### src/rtl/lc3b_pkg.sv
// Shared LC-3b widths and the MAR queue entry format.
// With AGU_ALIGN_CHECK_EN the entry carries a misaligned-word flag; otherwise it is the address alone.
package lc3b_pkg;

    localparam int WORD_W     = 16;
    localparam int TRAPVECT_W = 8;

`ifdef AGU_ALIGN_CHECK_EN
    typedef struct packed {
        logic [WORD_W-1:0] addr;
        logic              unaligned;
    } entry_t;
`else
    typedef struct packed {
        logic [WORD_W-1:0] addr;
    } entry_t;
`endif

endpackage

### src/rtl/agu_mar_if.sv
// Request/response bundle between decode, the AGU/MAR stage and memory control.
// The slave modport is the AGU side; the master modport drives requests and consumes MAR entries.
interface agu_mar_if #(
    parameter int WORD_W     = lc3b_pkg::WORD_W,
    parameter int TRAPVECT_W = lc3b_pkg::TRAPVECT_W
);
    logic                  in_valid;
    logic                  in_ready;
    logic [WORD_W-1:0]     base;
    logic [WORD_W-1:0]     offset;
    logic                  lshf1_en;
    logic                  trap_sel;
    logic [TRAPVECT_W-1:0] trapvect;
    logic                  word_access;
    logic                  out_valid;
    logic                  out_ready;
    logic [WORD_W-1:0]     mar;
    logic                  unaligned;

    modport master (
        output in_valid, base, offset, lshf1_en, trap_sel, trapvect, word_access, out_ready,
        input  in_ready, out_valid, mar, unaligned
    );

    modport slave (
        input  in_valid, base, offset, lshf1_en, trap_sel, trapvect, word_access, out_ready,
        output in_ready, out_valid, mar, unaligned
    );
endinterface

### src/rtl/agu_fifo2.sv
// Two-entry in-order FIFO of MAR entries with 1-bit toggling read/write pointers.
// Latency: a push is visible at the output the cycle after it is accepted.
// Backpressure: in_ready drops at count 2; a pop does not free space in the same cycle.
module agu_fifo2
    import lc3b_pkg::*;
(
    input  logic   clk,
    input  logic   rst_n,
    input  logic   in_valid,
    output logic   in_ready,
    input  entry_t in_dat,
    output logic   out_valid,
    input  logic   out_ready,
    output entry_t out_dat
);

    entry_t     entry0_q, entry0_d;
    entry_t     entry1_q, entry1_d;
    logic [1:0] count_q,  count_d;
    logic       wr_ptr_q, wr_ptr_d;
    logic       rd_ptr_q, rd_ptr_d;
    logic       push, pop, head_sel;

    assign in_ready  = (count_q < 2'd2);
    assign out_valid = (count_q != 2'd0);
    assign push      = in_valid & in_ready;
    assign pop       = out_valid & out_ready;

    // Entries are never cleared on pop, so when empty the slot behind rd_ptr still
    // holds the last popped entry (or zero after reset).
    assign head_sel = (count_q == 2'd0) ? ~rd_ptr_q : rd_ptr_q;
    assign out_dat  = head_sel ? entry1_q : entry0_q;

    always_comb begin
        entry0_d = entry0_q;
        entry1_d = entry1_q;
        wr_ptr_d = wr_ptr_q;
        rd_ptr_d = rd_ptr_q;
        count_d  = count_q + {1'b0, push} - {1'b0, pop};
        if (push) begin
            if (wr_ptr_q) begin
                entry1_d = in_dat;
            end else begin
                entry0_d = in_dat;
            end
            wr_ptr_d = ~wr_ptr_q;
        end
        if (pop) begin
            rd_ptr_d = ~rd_ptr_q;
        end
    end

    always_ff @(posedge clk or negedge rst_n) begin
        if (!rst_n) begin
            entry0_q <= '0;
            entry1_q <= '0;
            count_q  <= 2'd0;
            wr_ptr_q <= 1'b0;
            rd_ptr_q <= 1'b0;
        end else begin
            entry0_q <= entry0_d;
            entry1_q <= entry1_d;
            count_q  <= count_d;
            wr_ptr_q <= wr_ptr_d;
            rd_ptr_q <= rd_ptr_d;
        end
    end

endmodule

### src/rtl/agu_mar.sv
// LC-3b address generation into a 2-deep MAR queue; optional misalignment flag under AGU_ALIGN_CHECK_EN.
// Latency: 1 cycle from accept to out_valid.
// Backpressure: in_ready low while two entries are queued, regardless of out_ready.
module agu_mar #(
    parameter int WORD_W     = lc3b_pkg::WORD_W,
    parameter int TRAPVECT_W = lc3b_pkg::TRAPVECT_W
) (
    input logic      clk,
    input logic      rst_n,
    agu_mar_if.slave bus
);

    logic [WORD_W-1:0] off_sh;
    logic [WORD_W-1:0] addr;
    lc3b_pkg::entry_t  push_dat;
    lc3b_pkg::entry_t  head_dat;

    always_comb begin
        off_sh = bus.lshf1_en ? {bus.offset[WORD_W-2:0], 1'b0} : bus.offset;
        if (bus.trap_sel) begin
            addr = {{(WORD_W-TRAPVECT_W-1){1'b0}}, bus.trapvect, 1'b0};
        end else begin
            addr = bus.base + off_sh;
        end
        push_dat      = '0;
        push_dat.addr = addr;
`ifdef AGU_ALIGN_CHECK_EN
        push_dat.unaligned = bus.word_access & addr[0];
`endif
    end

    agu_fifo2 u_fifo (
        .clk       (clk),
        .rst_n     (rst_n),
        .in_valid  (bus.in_valid),
        .in_ready  (bus.in_ready),
        .in_dat    (push_dat),
        .out_valid (bus.out_valid),
        .out_ready (bus.out_ready),
        .out_dat   (head_dat)
    );

    assign bus.mar = head_dat.addr;

`ifdef AGU_ALIGN_CHECK_EN
    assign bus.unaligned = head_dat.unaligned;
`else
    logic unused_word_access;
    assign unused_word_access = bus.word_access;
    assign bus.unaligned      = 1'b0;
`endif

endmodule

### src/flat_wrapper.sv
// flat-port wrapper written by rule: the top's interface ports become plain ports
module agu_mar_flat 
#(
    parameter int WORD_W     = lc3b_pkg::WORD_W,
    parameter int TRAPVECT_W = lc3b_pkg::TRAPVECT_W
)
  (clk, rst_n, bus_in_valid, bus_base, bus_offset, bus_lshf1_en, bus_trap_sel, bus_trapvect, bus_word_access, bus_out_ready, bus_in_ready, bus_out_valid, bus_mar, bus_unaligned);
  agu_mar_if #(.WORD_W(WORD_W), .TRAPVECT_W(TRAPVECT_W)) bus_i ();
  input logic clk;
  input logic rst_n;
  input wire logic [$bits(bus_i.in_valid)-1:0] bus_in_valid;
  input wire logic [$bits(bus_i.base)-1:0] bus_base;
  input wire logic [$bits(bus_i.offset)-1:0] bus_offset;
  input wire logic [$bits(bus_i.lshf1_en)-1:0] bus_lshf1_en;
  input wire logic [$bits(bus_i.trap_sel)-1:0] bus_trap_sel;
  input wire logic [$bits(bus_i.trapvect)-1:0] bus_trapvect;
  input wire logic [$bits(bus_i.word_access)-1:0] bus_word_access;
  input wire logic [$bits(bus_i.out_ready)-1:0] bus_out_ready;
  output wire logic [$bits(bus_i.in_ready)-1:0] bus_in_ready;
  output wire logic [$bits(bus_i.out_valid)-1:0] bus_out_valid;
  output wire logic [$bits(bus_i.mar)-1:0] bus_mar;
  output wire logic [$bits(bus_i.unaligned)-1:0] bus_unaligned;
  assign bus_i.in_valid = bus_in_valid;
  assign bus_i.base = bus_base;
  assign bus_i.offset = bus_offset;
  assign bus_i.lshf1_en = bus_lshf1_en;
  assign bus_i.trap_sel = bus_trap_sel;
  assign bus_i.trapvect = bus_trapvect;
  assign bus_i.word_access = bus_word_access;
  assign bus_i.out_ready = bus_out_ready;
  assign bus_in_ready = bus_i.in_ready;
  assign bus_out_valid = bus_i.out_valid;
  assign bus_mar = bus_i.mar;
  assign bus_unaligned = bus_i.unaligned;
  agu_mar #(.WORD_W(WORD_W), .TRAPVECT_W(TRAPVECT_W)) u_core (.clk(clk), .rst_n(rst_n), .bus(bus_i));
endmodule
### config.mk
export PLATFORM = sky130hd
export DESIGN_NAME = agu_mar_flat
export DESIGN_NICKNAME = d
export VERILOG_FILES = /design/src/rtl/lc3b_pkg.sv /design/src/rtl/agu_mar_if.sv /design/src/rtl/agu_fifo2.sv /design/src/rtl/agu_mar.sv /design/src/flat_wrapper.sv
export SDC_FILE = /design/constraint.sdc
export NUM_CORES = 1
export LEC_CHECK = 0
export ABC_AREA = 1
export CORE_MARGIN = 2
export CORE_UTILIZATION = 55
export CTS_CLUSTER_DIAMETER = 60
export CTS_CLUSTER_SIZE = 8
export DETAILED_ROUTE_END_ITERATION = 7
export PLACE_DENSITY_LB_ADDON = 0.2
export SYNTH_ARGS = -nofsm -noshare
export SYNTH_HDL_FRONTEND = slang
export SYNTH_SLANG_ARGS = --single-unit
### constraint.sdc
create_clock -name clk -period 2.3 [get_ports clk]
set_input_delay 0.345 -clock clk [delete_from_list [all_inputs] [get_ports clk]]
set_output_delay 0.345 -clock clk [all_outputs]
set_load 0.02 [all_outputs]
* Word level (Yosys, flattened, before mapping)
Cells that the tools add are included.
** Storage, ports and cells
- Register bits after elaboration :: 36
- Bits in latches :: 0
- RAM bits :: 0
- Memory bits (read-only) :: 0
- Input bits :: 47
- Output and inout bits :: 19
- Logic and storage cells :: 21
- Memories :: 0
** Operators by class
- Add/sub/neg operators :: 3
- $mul :: 0
- Divide/modulo/power cells :: 0
- $lt $le $gt $ge :: 1
- Equality and inequality tests :: 0
- Shift-type cells :: 0
- Multiplexer cells :: 4
- Bitwise operators :: 4
- Reductions and logical operators :: 4
** Operators with widths (count)
- 16-bit 2-to-1 mux :: 3
- 16-bit adder :: 1
- 2-bit AND reduction :: 2
- 2-bit by 1-bit adder with 2-bit output :: 1
- 1-bit bitwise AND :: 2
- 2-bit zero test :: 1
- 2-bit < comparator, second input constant :: 1
- 1-bit NOT :: 2
- 2-bit nonzero test :: 1
- 2-bit by 1-bit subtractor with 2-bit output :: 1
- 1-bit 2-to-1 mux :: 1

* Logic depth before layout (Yosys ltp)
- Depth after elaboration :: 4
- Depth in mapped cells :: 16
- Gate-level depth less buffers :: 15

* Cells and area by module
Synthesis repeated with hierarchy kept, for this count alone.
** Unflattened totals
- Cells, all modules :: 459
- Area, all modules :: 3027.9 um^2
** By module, submodules not included
- agu_fifo2 :: times used 1, cells each 198, area each 1717.9 um^2, sequential area each 900.9 um^2
- agu_mar :: times used 1, cells each 261, area each 1310.0 um^2, sequential area each 0.0 um^2

* Least setup slack after synthesis
OpenSTA, ideal clock, no wires.
- Kind :: input-to-reg
- Start point :: in bus_lshf1_en
- End point :: reg u_core.u_fifo.entry0_q[8] (netlist name)
- Setup time :: 0.065 ns
- Data arrival time :: 2.103 ns
- Data required time :: 2.235 ns
- Setup slack :: 0.133 ns
- Cell stages on the path :: 15
- Path buffers :: 2
- Cells stage by stage :: buf_2 buf_1 nor2_1 ha_1 inv_1 fa_1 inv_1 nand3_1 nand3_1 nand2_1 nand2_1 nor2_1 o21ai_0 nand2_1 nand2_1
** Between the ends
- Word-level cells in the longest chain between the ends :: 3
** RTL lines
- from (decl) :: line flat_wrapper.sv:14 : input wire logic [$bits(bus_i.lshf1_en)-1:0] bus_lshf1_en;
- 16-bit 2-to-1 mux :: line agu_mar.sv:19 : off_sh = bus.lshf1_en ? {bus.offset[WORD_W-2:0], 1'b0} : bus.offset;
- 16-bit adder :: line agu_mar.sv:23 : addr = bus.base + off_sh;
- 16-bit 2-to-1 mux :: line agu_mar.sv:20 : if (bus.trap_sel) begin
- to (signal assigned) :: line agu_fifo2.sv:61 : entry0_q <= entry0_d;
- to (decl) :: line agu_fifo2.sv:17 : entry_t entry0_q, entry0_d;
Every way passes these cells.
A chain may end at the register's enable or synchronous reset.

* Worst setup path in the final report
- Start point :: reg u_core.u_fifo.count_q[1]
- End point :: out bus_mar[2]
** Between the ends
- Word-level cells in the longest chain between the ends :: 3
** RTL lines
- from (decl) :: line agu_fifo2.sv:19 : logic [1:0] count_q, count_d;
- from (signal assigned) :: line agu_fifo2.sv:63 : count_q <= count_d;
- 2-bit zero test :: line agu_fifo2.sv:31 : assign head_sel = (count_q == 2'd0) ? ~rd_ptr_q : rd_ptr_q;
- 1-bit 2-to-1 mux :: line agu_fifo2.sv:31
- 16-bit 2-to-1 mux :: line agu_fifo2.sv:32 : assign out_dat = head_sel ? entry1_q : entry0_q;
- to (decl) :: line flat_wrapper.sv:21 : output wire logic [$bits(bus_i.mar)-1:0] bus_mar;
Every way passes these cells.

==> run metrics <==
via count=2,863; outcome=complete, no violations; synthesized area per cell=6.69 um^2; Placed Area=3750 um^2; leakage=0.00221 uW; NumNets Final=586; Chip Height=75.9 um; R2R depth=8; Vias per Instance=4.84; R2R setup slack=0.77 ns; Post-Route WL=6.82 mm; drt pass-1 iters=5; worst-path fanout max=11; CTS H-tree lvls=2; critical path buffer and inverter count=2; count of maximum capacitance violations=0; Yosys top cell by area=dfrtp_1; first-pass GRT wire length=11.6 mm; fmax=448 MHz; delay-heaviest family, CP=buffers and inverters; DRC=0; Worst Skew=0.00169 ns; placer's final routability congestion estimate=0.888; initial antenna violation count=0; Req. time, crit path=1.96 ns; Final Cycle Share=97.0%; startpoint types=flip-flop; WL per Instance=11.5 um; layout cell share with drive strength beyond 1=16.5%; Die X=75.9 um; worst vdd ir=0.791 mV; area share of the largest cell type after synthesis=31.7%; Hold Startpoint=u_core.u_fifo.entry1_q[5]; CP Capture Type=output port; die area=5760 um^2; Min-Delay Endpoint=u_core.u_fifo.entry1_q[5]; most common cell after layout, fill and taps aside=nand2_1; CP max stage cell=dfrtp_1; pwr dens=1010 nW/um^2; gr usage total=23.8%; synth top area cells=dfrtp_1 32%, nand2_1 22%, inv_1 8.2%; Longest Clk Path Bufs=2; row count=26; final setup fails=0; clk root buf=clkbuf_8; post-route ant nets=0; Clock Latency Late Sink=0.27 ns; Power, Total=4050 uW; Ports=66; largest net degree at the start of global routing=37; vias in the first global route=2,806; clk sinks=36; WS Path Type=flip-flop to output port; Area Growth Syn to Fin=40.8%; final hold vios=0; number of DRC markers in iteration 0=107; Hold Crit Depth=2; CTS tree=yes; Syn. warnings=0; fin crit period=2.23 ns; Synth cell types=31; Initial Util=56.4%; CTS hold repair buffers=0; r2r startpoint=u_core.u_fifo.count_q[1]; Synth Net Count=490; antenna cells=0; Max Slew Vio Count=0; CTS buffer count=5; Post-Synthesis Cells=425; Critical Path AT=1.89 ns; CP max stage delay=0.43 ns; most frequent cells in the layout=163 x nand2_1, 61 x inv_1, 46 x clkdlybuf4s50_1; port buffer count=63; DP HPWL=5.27 mm; RR Endpoint=u_core.u_fifo.count_q[1]; area of the core=5040 um^2; synthesized area=2840 um^2; Synth Register Bits=36; Clock transition at path regs=0.07 ns; sequential share of the synthesized area=31.7%; worst min path class=flip-flop to flip-flop; cell-by-cell trace of the critical path=nor2_4, xor2_2, buf_12, mux2_2, dlygate4sd2_1; final instance area=4010 um^2; GRT overflow=0
synthesized netlist by cell type, drive strengths merged:
| library cell | n |
|---|---|
| nand2 | 171 |
| inv | 64 |
| dfrtp | 36 |
| o21ai | 28 |
| nor2 | 23 |
| ha | 17 |
| nand3 | 15 |
| a21oi | 14 |
| nand4 | 14 |
| mux2 | 11 |
| buf | 10 |
| xnor2 | 5 |
| clkbuf | 3 |
| xor2 | 3 |
| and2 | 2 |
| nand3b | 2 |
| nor3 | 2 |
| clkinv | 1 |
| conb | 1 |
| fa | 1 |
| mux2i | 1 |
| or2 | 1 |
kinds of logic (layout without fill, tap and decap cells):
kind of cell,after synthesis,after routing,synth area share (%)
xor+xnor,8,8,2.73
simple gates,230,230,33.1
fa+ha+maj,18,18,8.18
other cells,1,1,0.132
buf+inv,78,175,11.0
compound gates,42,42,7.39
mux,12,12,5.76
flops,36,36,31.7
final cells by class:
type / count / area (um^2)
Clock buffer: 6 / 82.6
Clock inverter: 2 / 10.0
Fill cell: 361 / 1040
Inverter: 65 / 244
Multi-Input combinational cell: 311 / 1710
Sequential cell: 36 / 901
Tap cell: 70 / 87.6
Timing Repair Buffer: 102 / 968
worst max path at each step:
stage / start / to / slack (ns) / cells past startpoint
2_1_floorplan: bus_lshf1_en / u_core.u_fifo.entry0_q[8] / 0.13 / 15
3_3_place_gp: bus_lshf1_en / u_core.u_fifo.entry1_q[3] / -0.25 / 10
3_5_place_dp: bus_lshf1_en / u_core.u_fifo.entry0_q[9] / -0.32 / 12
4_1_cts: u_core.u_fifo.count_q[1] / bus_mar[15] / 0.0001 / 5
5_1_grt: u_core.u_fifo.count_q[1] / bus_mar[2] / -0.007 / 5
6_report: u_core.u_fifo.count_q[1] / bus_mar[2] / 0.07 / 5
state kept, by name, summed over array words and instances, names as in the netlist:
name,count
u_core.u_fifo.entry0_q,16
u_core.u_fifo.entry1_q,16
u_core.u_fifo.count_q,2
u_core.u_fifo.rd_ptr_q,1
u_core.u_fifo.wr_ptr_q,1
worst register-to-register path, stage by stage (launching register included):
cell	delay, ns
dfrtp_1	0.43
nor2_4	0.14
inv_1	0.09
nand2_1	0.10
inv_1	0.05
ha_1	0.27
inv_1	0.04
ha_1	0.18
xnor2_1	0.12
where the power goes:
part | leakage [uW] | switching [uW] | internal [uW]
Sequential | 0.000456 | 159 | 925
Combinational | 0.00170 | 1340 | 1180
Clock | 0.0000510 | 207 | 239
metal layers:
layer  GRT usage, %  vias to the layer above  wire length (um)
met5              0                        -                 0
met4           5.82                        0                67
met3           2.50                        7               249
met2           45.2                       74              3520
met1           28.8                     1267              2980
li1               -                     1515                 -
stage by stage:
| step | setup slack, ns | hold WS [ns] | instances | setup TNS, ns | utilization (%) |
|---|---|---|---|---|---|
| 4_1_cts | 0.000144 | 0.483 | 585 | 0 | 75.9 |
| 6_report | 0.0680 | 0.484 | 592 | 0 | 79.4 |
| 2_1_floorplan | 0.133 | 0.0494 | 425 | 0 | - |
| 5_1_grt | -0.00681 | 0.503 | 592 | -0.0112 | 79.4 |
| 3_3_place_gp | -0.248 | 0.455 | 577 | -5.22 | 74.3 |
| 3_5_place_dp | -0.321 | 0.466 | 577 | -6.75 | 74.3 |
timing repair:
item,CTS,global route
endpoints found under the hold margin,0,0
endpoints found under the setup margin,22,34
resized for setup,21,29
cloned,0,2
pin swaps,1,14
setup buffers,0,5
Note: power is estimated with default switching activity, not from simulation.
